[src/rtl/rr_mux_pkg.sv]
// Shared constants and helpers for the round-robin stream multiplexer.
//   DEFAULT_WIDTH / DEFAULT_N : default data width and channel count
//   sel_width(n)              : width of a channel index, clog2 with a floor of 1
package rr_mux_pkg;

  localparam int unsigned DEFAULT_WIDTH = 4;
  localparam int unsigned DEFAULT_N     = 4;

  function automatic int unsigned sel_width(input int unsigned n);
    int unsigned w;
    if (n <= 2) begin
      w = 1;
    end else begin
      w = int'($clog2(n));
    end
    return w;
  endfunction

endpackage

[src/rtl/rr_arbiter.sv]
// Combinational rotating-priority search.
//   in_valid : per-channel request vector
//   ptr      : index where the search starts (always < N)
//   gnt_vld  : some channel at or after ptr (with wrap) is valid
//   gnt_idx  : first valid channel found, '0 when gnt_vld=0
module rr_arbiter
  import rr_mux_pkg::*;
#(
  parameter int unsigned N     = DEFAULT_N,
  parameter int unsigned SEL_W = sel_width(N)
) (
  input  logic [N-1:0]     in_valid,
  input  logic [SEL_W-1:0] ptr,
  output logic             gnt_vld,
  output logic [SEL_W-1:0] gnt_idx
);

  always_comb begin
    int unsigned idx;
    logic [SEL_W-1:0] idx_s;
    gnt_vld = 1'b0;
    gnt_idx = '0;
    idx     = 0;
    idx_s   = '0;
    for (int unsigned k = 0; k < N; k++) begin
      // ptr < N, so one subtraction is enough to wrap.
      idx = 32'(ptr) + k;
      if (idx >= N) begin
        idx = idx - N;
      end
      idx_s = SEL_W'(idx);
      if (!gnt_vld && in_valid[idx_s]) begin
        gnt_vld = 1'b1;
        gnt_idx = idx_s;
      end
    end
  end

endmodule

[src/rtl/rr_mux_arb.sv]
// N-channel WIDTH-bit stream multiplexer with round-robin arbitration and a
// registered output stage.
//   clk, rst_n             : clock, asynchronous active-low reset
//   in_data/in_valid       : producer streams, channel i at [i*WIDTH +: WIDTH]
//   in_ready               : one-hot (or zero) accept strobe per channel
//   out_data/out_valid     : registered selected word
//   out_ready              : consumer accept
//   out_sel                : channel that supplied out_data
//   force_en/force_sel     : only when RR_MUX_FIXED_SEL_EN is defined; pins the
//                            grant to force_sel and freezes the rotation pointer
module rr_mux_arb
  import rr_mux_pkg::*;
#(
  parameter int unsigned WIDTH = DEFAULT_WIDTH,
  parameter int unsigned N     = DEFAULT_N,
  parameter int unsigned SEL_W = sel_width(N)
) (
  input  logic               clk,
  input  logic               rst_n,
  input  logic [N*WIDTH-1:0] in_data,
  input  logic [N-1:0]       in_valid,
  output logic [N-1:0]       in_ready,
  output logic [WIDTH-1:0]   out_data,
  output logic               out_valid,
  input  logic               out_ready,
  output logic [SEL_W-1:0]   out_sel
`ifdef RR_MUX_FIXED_SEL_EN
  ,
  input  logic               force_en,
  input  logic [SEL_W-1:0]   force_sel
`endif
);

  logic [WIDTH-1:0] ch_data [N];
  for (genvar i = 0; i < N; i++) begin : g_unpack
    assign ch_data[i] = in_data[i*WIDTH +: WIDTH];
  end

  logic [SEL_W-1:0] ptr_q, ptr_d;
  logic [WIDTH-1:0] out_data_q, out_data_d;
  logic [SEL_W-1:0] out_sel_q, out_sel_d;
  logic             out_valid_q, out_valid_d;

  logic             arb_vld;
  logic [SEL_W-1:0] arb_idx;
  logic             gnt_vld;
  logic [SEL_W-1:0] gnt_idx;
  logic             advance;
  logic             load;

  rr_arbiter #(
    .N     (N),
    .SEL_W (SEL_W)
  ) u_arb (
    .in_valid (in_valid),
    .ptr      (ptr_q),
    .gnt_vld  (arb_vld),
    .gnt_idx  (arb_idx)
  );

  always_comb begin
    gnt_vld = arb_vld;
    gnt_idx = arb_idx;
    advance = 1'b1;
`ifdef RR_MUX_FIXED_SEL_EN
    if (force_en) begin
      // Out-of-range force_sel selects nothing.
      gnt_vld = (32'(force_sel) < N) && in_valid[force_sel];
      gnt_idx = force_sel;
      advance = 1'b0;
    end
`endif
  end

  // The register can take a word when it is empty or being drained this cycle.
  assign load = ~out_valid_q | out_ready;

  // Gated by rst_n so nothing looks accepted while reset is held.
  assign in_ready = (rst_n && load && gnt_vld) ? (N'(1) << gnt_idx) : '0;

  always_comb begin
    ptr_d       = ptr_q;
    out_data_d  = out_data_q;
    out_sel_d   = out_sel_q;
    out_valid_d = out_valid_q;
    if (load) begin
      if (gnt_vld) begin
        out_data_d  = ch_data[gnt_idx];
        out_sel_d   = gnt_idx;
        out_valid_d = 1'b1;
        if (advance) begin
          ptr_d = (gnt_idx == SEL_W'(N - 1)) ? '0 : gnt_idx + SEL_W'(1);
        end
      end else begin
        out_valid_d = 1'b0;
      end
    end
  end

  always_ff @(posedge clk or negedge rst_n) begin
    if (!rst_n) begin
      ptr_q       <= '0;
      out_data_q  <= '0;
      out_sel_q   <= '0;
      out_valid_q <= 1'b0;
    end else begin
      ptr_q       <= ptr_d;
      out_data_q  <= out_data_d;
      out_sel_q   <= out_sel_d;
      out_valid_q <= out_valid_d;
    end
  end

  assign out_data  = out_data_q;
  assign out_sel   = out_sel_q;
  assign out_valid = out_valid_q;

endmodule

[config.mk]
export PLATFORM = sky130hd
export DESIGN_NAME = rr_mux_arb
export DESIGN_NICKNAME = d
export VERILOG_FILES = /design/src/rtl/rr_mux_pkg.sv /design/src/rtl/rr_arbiter.sv /design/src/rtl/rr_mux_arb.sv
export SDC_FILE = /design/constraint.sdc
export NUM_CORES = 1
export LEC_CHECK = 0
export ABC_CLOCK_PERIOD_IN_PS = 2000
export BUFFER_PORTS_ARGS = -buffer_cell sky130_fd_sc_hd__buf_2
export CAP_MARGIN = 20
export CORE_MARGIN = 2
export CORE_UTILIZATION = 42
export DETAILED_ROUTE_END_ITERATION = 7
export PLACE_DENSITY = 0.76
export SETUP_SLACK_MARGIN = 0.1
export SLEW_MARGIN = 20
export SYNTH_ARGS = -nofsm -noshare
export SYNTH_HDL_FRONTEND = slang
export SYNTH_SLANG_ARGS = --single-unit
[constraint.sdc]
create_clock -name clk -period 2 [get_ports clk]
set_input_delay 0.3 -clock clk [delete_from_list [all_inputs] [get_ports clk]]
set_output_delay 0.3 -clock clk [all_outputs]
set_load 0.05 [all_outputs]
==> metrics, run 1 <==
Tcrit/Tclk final 105%; final core occ 75.8%; Via density about 5.4; Yosys reg bits 9; crit-path cells mux2_4, o221ai_4, inv_2, ha_4, and3_4, buf_8; worst vdd ir 813 µV; FP Rows 13; Max Freq 474 MHz; RSZ-0062 raised after global routing true; max-cap violations 0; Critical Path Source ptr_q[1]; met1 GRT Util 27.3%; r2r startpoint ptr_q[1]; final WL 1760 µm; total chip power approximately 1200 µW; Final min period 2.11 ns; wire per inst 14.3 µm; Post-Synthesis Cells 66; # IOs 34; mean post-synth cell area ~9.5 µm²; Die Y 42.7 µm; Seq pwr share 24.4%; CP Capture Type output pin; met3 Use GR 2.55%; n_diodes 0; Worst EP arrival 1.81 ns; sw frac a little under half; CP Class flip-flop to output pin; slew margin rel. 67.9%; final setup fails 4; CP peak stage delay roughly 0.44 ns; CP required approximately 1.7 ns; nets@finish 134; Initial Util 46.6%; IO buf count 33; CP Buf/Inv Count 2; Num CTS Buffers 3; HP Start in_valid[2]; DRT antenna net count 0; endpoints failing hold 0; number of global-route vias before repair 604; largest net degree at the start of global routing 20; Synth Area in Adders under 10%; GR Util met2 32.7%; Logic pwr share about 64%; Syn Std Cell Area 629 µm²; clock sink total 9; initial antenna violation count 0; maximum root-to-sink buffer count 2; Clock power frac a little under an eighth; compound-cell area share of the yosys netlist 18.5%; HP Class primary input to flip-flop; worst-margin pin slew about 0.48 ns; Synth Area in Simple Gates between 10% and 20%; multiplexer share of the synthesized area 15.1%; Seq/Total Area, Yosys between 30% and 40%; DR vias approximately 670; global-route wire length before repair 2770 µm; Net Count, Synth 91; Synth Area in XOR/XNOR 0%; die area 0.00182 mm²; HPWL Detailed 1130 µm; CORE AREA 0.00135 mm²; GP Congestion 0.783; layout cells sized above 1 55.6%; Cell Pwr Density 1220 mW/mm²; Slew Limit Fails 0; clock skew 0.00336 ns; clk root buf clkbuf_4; Most Used Layer, Global Route met2; post-synthesis to final-layout area growth 62.6%; CTS tree done; Startpoint Class flip-flop; GR Overflow Total 0; Worst Path Max Fanout 6; largest family of logic cells by synthesized area compound AO/OA/AOI/OAI gates; Cell variety after synth 24; chip width 42.7 µm; DR pass1 iterations 5; Sw Pwr 584 µW; failing checks setup timing; synth warn 0; initial drt markers 7; Worst path top cell family by delay flip-flops; H-tree Lvls 1; DP Cell Count 114; cell leakage power 0.000522 µW; worst setup slack after layout -0.108 ns; CP max stage cell dfrtp_2; CTS clk-pin slew, worst paths 0.06 ns; status complete, but fails checks; Setup TNS -0.334 ns; Finished Layout Cells 123; drc violations 0; worst skew pair latency 0.26 ns; Internal 663 µW; fillcell total 102; gr usage total 19.9%
## layer usage
layer	routed length (µm)	vias up
met1	742	311
li1	-	322
met4	9	0
met3	135	2
met5	0	-
met2	873	34
## repair_timing
action,in CTS,in global routing
setup endpoints to repair,4,8
hold endpoints to repair,9,0
cloned,0,1
hold buffers,1,0
setup buffers,2,1
gates resized for setup,21,12
pin swaps,2,7
## cells in the final DEF, fill, tap and decap left out, drive strengths merged
master	n
dfrtp	9
o22a	1
a21o	2
inv	5
a21boi	1
nand2	8
a21oi	3
dlygate4sd3	1
o31ai	1
or3b	1
mux2	1
a211o	4
and3	2
o221ai	1
nor2	2
clkbuf	5
mux2i	8
nor3	8
ha	2
nand3	1
buf	39
nor4	1
o21ai	2
## cells in the mapped netlist
library cell	count	share of area (%)
a211o_1	4	5.6
a21boi_0	1	1.2
a21o_1	1	1.2
a21o_2	1	1.4
a21oi_1	3	2.4
and3_1	2	2.0
buf_6	1	1.8
clkbuf_8	2	4.4
dfrtp_1	9	36
ha_1	2	4.0
inv_1	4	2.4
inv_2	1	0.60
mux2_4	1	2.4
mux2i_1	8	13
nand2_1	8	4.8
nand3_1	1	0.79
nor2_1	2	1.2
nor3_1	8	6.4
nor4_1	1	0.99
o21ai_0	2	1.6
o221ai_2	1	2.4
o22a_2	1	1.6
o31ai_1	1	1.2
or3b_1	1	1.4
## area by class of cell
class                           count  area (µm²)  share of cell area, %
Multi-Input combinational cell     49         433                   42.3
Timing Repair Buffer               41         300                   29.3
Sequential cell                     9         226                   22.1
Clock buffer                        4        26.3                   2.57
Inverter                            5        18.8                   1.83
Tap cell                           15        18.8                   1.83
## power by group through the flow
| stage | Clock (µW) | Sequential, µW | Combinational [µW] |
|---|---|---|---|
| 2_1_floorplan | 0 | 456 | 294 |
| 3_3_place_gp | 0 | 296 | 587 |
| 3_5_place_dp | 0 | 301 | 598 |
| 4_1_cts | 140 | 301 | 690 |
| 5_1_grt | 153 | 314 | 847 |
| 6_report | 144 | 304 | 799 |
## cells by family after synthesis
| family | count (synthesis) |
|---|---|
| DFF | 9 |
| muxes | 9 |
| and+or+nand+nor | 23 |
| buffers and inverters | 8 |
| adders and majority gates | 2 |
| AOI/OAI and AO/OA | 15 |
## sequential cells by signal, summed over array words and instances (netlist names)
register	count
out_data	4
out_sel	2
out_valid	1
ptr_q	2
## final timing paths
check,depth (start not counted),end,slack (ns)
max in group asynchronous,2,ptr_q[1],1.29
min,3,out_valid,0.30
max reg2reg,7,out_data[3],0.06
min reg2reg,1,out_data[2],0.49
min in group asynchronous,2,out_sel[1],0.47
max,6,in_ready[3],-0.11
## tightest hold or removal path: stages
cell and delay (ns):
buf_2 0.09, nor4_1 0.07, nand2_1 0.07
## per-stage QoR
| stage | setup slack, ns | hold slack (ns) | cell area (µm²) |
|---|---|---|---|
| after CTS | -0.115 | 0.306 | 940 |
| after global placement | 0.0873 | 0.178 | 805 |
| final | -0.108 | 0.300 | 1020 |
| after detailed placement | -0.00750 | 0.178 | 805 |
| after floorplan | 0.0393 | 0.00441 | 637 |
| after global routing | -0.163 | 0.315 | 1020 |
No activity file was read; power rests on OpenSTA's default activity.
==> run 2, diff against run 1 <==
CORE_MARGIN = 5   (was 2)
==> run 2 against run 1 <==
  * The flow still finishes with violations (setup timing)
  * Sequential power shrank 3%
  * First-iteration DRC count increased by 29%
  * Total power up 2.3%
  * Flip-flop and latch count stayed put
  * Clock-buffer cell count is 1 lower
  * Via count grew 0.60%
  * Non-clock buffer count up 2
  * Die area up 30%
  * Clock power grew 3%
  * Highest routed layer unchanged
==> metrics, run 2 (synthesis gave the netlist of run 1 again) <==
Clock power frac 11.7% (was 11.5%); Worst Path Max Fanout 5 (was 6); GP Congestion 0.719 (was 0.783); worst-margin pin slew 0.525 ns (was 0.478 ns); reg2reg end out_data[1] (was out_data[3]); worst setup slack after layout -0.109 ns (was -0.108 ns); DR vias 673 (was 669); most frequent cells in the layout buf_2, nor3_1, nand2_1, dfrtp_1, mux2i_1 (was buf_2, nand2_1, dfrtp_1); layout cells sized above 1 57.3% (was 55.6%); endpoints failing hold 0 (unchanged); met2 WL post-DR 808 µm (was 873 µm); cell leakage power 0.000533 µW (was 0.000522 µW); CP required 1.70 ns (about the same); CTS clk-pin slew, worst paths 0.07 ns (was 0.06 ns); number of global-route vias before repair 608 (was 604); sw frac 46.2% (was 46.8%); Max Freq 474 MHz (about the same); worst skew pair latency 0.27 ns (was 0.26 ns); CP Class flip-flop to output pin (unchanged); worst vdd ir 658 µV (was 813 µV); chip width 48.7 µm (was 42.7 µm); Die Y 48.7 µm (was 42.7 µm); initial drt markers 9 (was 7); nets@finish 136 (was 134); slew margin rel. 65.0% (was 67.9%); post-synthesis to final-layout area growth 64.4% (was 62.6%); Top Layer Used met4 (unchanged); maximum root-to-sink buffer count 2 (unchanged); register area 226 µm² (unchanged); HP Class primary input to flip-flop (unchanged); FP Rows 14 (was 13); Tcrit/Tclk final 105% (about the same); fillcell total 109 (was 102); clock sink total 9 (unchanged); multi-input logic area 430 µm² (was 433 µm²); final WL 1810 µm (was 1760 µm); Via density 5.34 (was 5.44); Cell Pwr Density 1230 mW/mm² (was 1220 mW/mm²); Initial Util 42.8% (was 46.6%); CTS tree done (unchanged); n_diodes 0 (unchanged); largest net degree at the start of global routing 20 (unchanged); failing checks setup timing (unchanged); Slew Limit Fails 0 (unchanged); DR pass1 iterations 4 (was 5); global-route wire length before repair 2620 µm (was 2770 µm); gr usage total 13.8% (was 19.9%); Internal 687 µW (was 663 µW); routed wl met3 158 µm (was 135 µm); # IOs 34 (unchanged); Startpoint Class flip-flop (unchanged); clk root buf clkbuf_4 (unchanged); H-tree Lvls 1 (unchanged); clock skew 0.00468 ns (was 0.00336 ns); initial antenna violation count 0 (unchanged); Logic pwr share 65.1% (was 64.1%); RSZ-0062 raised after global routing true (unchanged); status complete, but fails checks (unchanged); max-cap violations 0 (unchanged); Post-Route M1 WL 812 µm (was 742 µm); Seq pwr share 23.2% (was 24.4%); r2r startpoint ptr_q[1] (unchanged); Worst EP arrival 1.81 ns (about the same); IO buf count 33 (unchanged); CP Capture Type output pin (unchanged); wire per inst 14.4 µm (was 14.3 µm); R2R cell count 7 (unchanged); R2R setup slack 0.10 ns (was 0.06 ns); post-place setup slack 0.0104 ns (was -0.00750 ns); crit path to in_ready[3] (unchanged); DRT antenna net count 0 (unchanged); Largest register FFs 4 (unchanged); Critical Path Source ptr_q[1] (unchanged); final setup fails 4 (unchanged); commonest non-fill, non-tap cell in the layout buf_2 (unchanged); drc violations 0 (unchanged); HPWL Detailed 1260 µm (was 1130 µm); Sw Pwr 589 µW (was 584 µW); Num CTS Buffers 3 (unchanged); CORE AREA 0.00147 mm² (was 0.00135 mm²); die area 0.00237 mm² (was 0.00182 mm²); GR Overflow Total 0 (unchanged); Final min period 2.11 ns (about the same); Setup TNS -0.339 ns (was -0.334 ns)
==> run 2: cell count changes in the layout (fill, tap and decap cells not counted), sizes merged <==
cell and change:
clkinv +1, clkbuf -1, buf +2
==> run 2: cell type report <==
| class | instances | share of cell area (%) |
|---|---|---|
| Multi-Input combinational cell | 49 | 41.6 |
| Clock buffer | 3 | 2.18 |
| Tap cell | 16 | 1.93 |
| Sequential cell | 9 | 21.9 |
| Timing Repair Buffer | 43 | 30.1 |
| Clock inverter | 1 | 0.484 |
| Inverter | 5 | 1.81 |
==> run 2: layer usage <==
metal | GRT usage (%) | vias up
met5 | 0 | -
met4 | 8.07 | 0
met3 | 5.52 | 5
met2 | 20.0 | 25
met1 | 17.0 | 317
li1 | - | 326
==> run 2: what timing repair did <==
item / in CTS / in global routing
pin swaps: 2 / 4
hold buffers: 1 / 0
buffers inserted: 3 / 2
setup endpoints to repair: 4 / 8
gates cloned: 0 / 1
resized for setup: 22 / 10
hold endpoints to repair: 9 / 0
==> run 2: through the flow <==
step           hold WS, ns  area (µm²)  util (%)  instances  power (µW)
5_1_grt              0.289        1030      70.3        126        1340
6_report             0.277        1030      70.3        126        1280
3_3_place_gp         0.180         806      54.8        115         882
2_1_floorplan      0.00441         637         -         66         750
4_1_cts              0.281         943      64.1        123        1140
3_5_place_dp         0.177         806      54.8        115         898
==> run 2: worst max-delay path, cell delays in order (launching register included) <==
cell and delay [ns]:
dfrtp_2 0.44, mux2_4 0.32, o221ai_4 0.19, inv_2 0.10, ha_4 0.17, and3_4 0.16
buf_8 0.14
==> run 2: how the worst min path moves through the flow <==
stage                            from     endpoint  slack [ns]  cells past startpoint
after detailed placement        rst_n  out_data[1]        0.18                      1
after CTS                 in_valid[2]    out_valid        0.28                      3
after global routing      in_valid[2]    out_valid        0.29                      3
after floorplan                 rst_n  out_data[0]       0.004                      0
final                     in_valid[2]    out_valid        0.28                      3
after global placement          rst_n  out_data[1]        0.18                      1
==> run 2: power by group through the flow <==
| stage | sequential (µW) | clock (µW) | combinational, µW |
|---|---|---|---|
| 3_3_place_gp | 294 | 0 | 588 |
| 3_5_place_dp | 299 | 0 | 599 |
| 6_report | 296 | 149 | 831 |
| 2_1_floorplan | 456 | 0 | 294 |
| 4_1_cts | 295 | 147 | 699 |
| 5_1_grt | 306 | 158 | 878 |
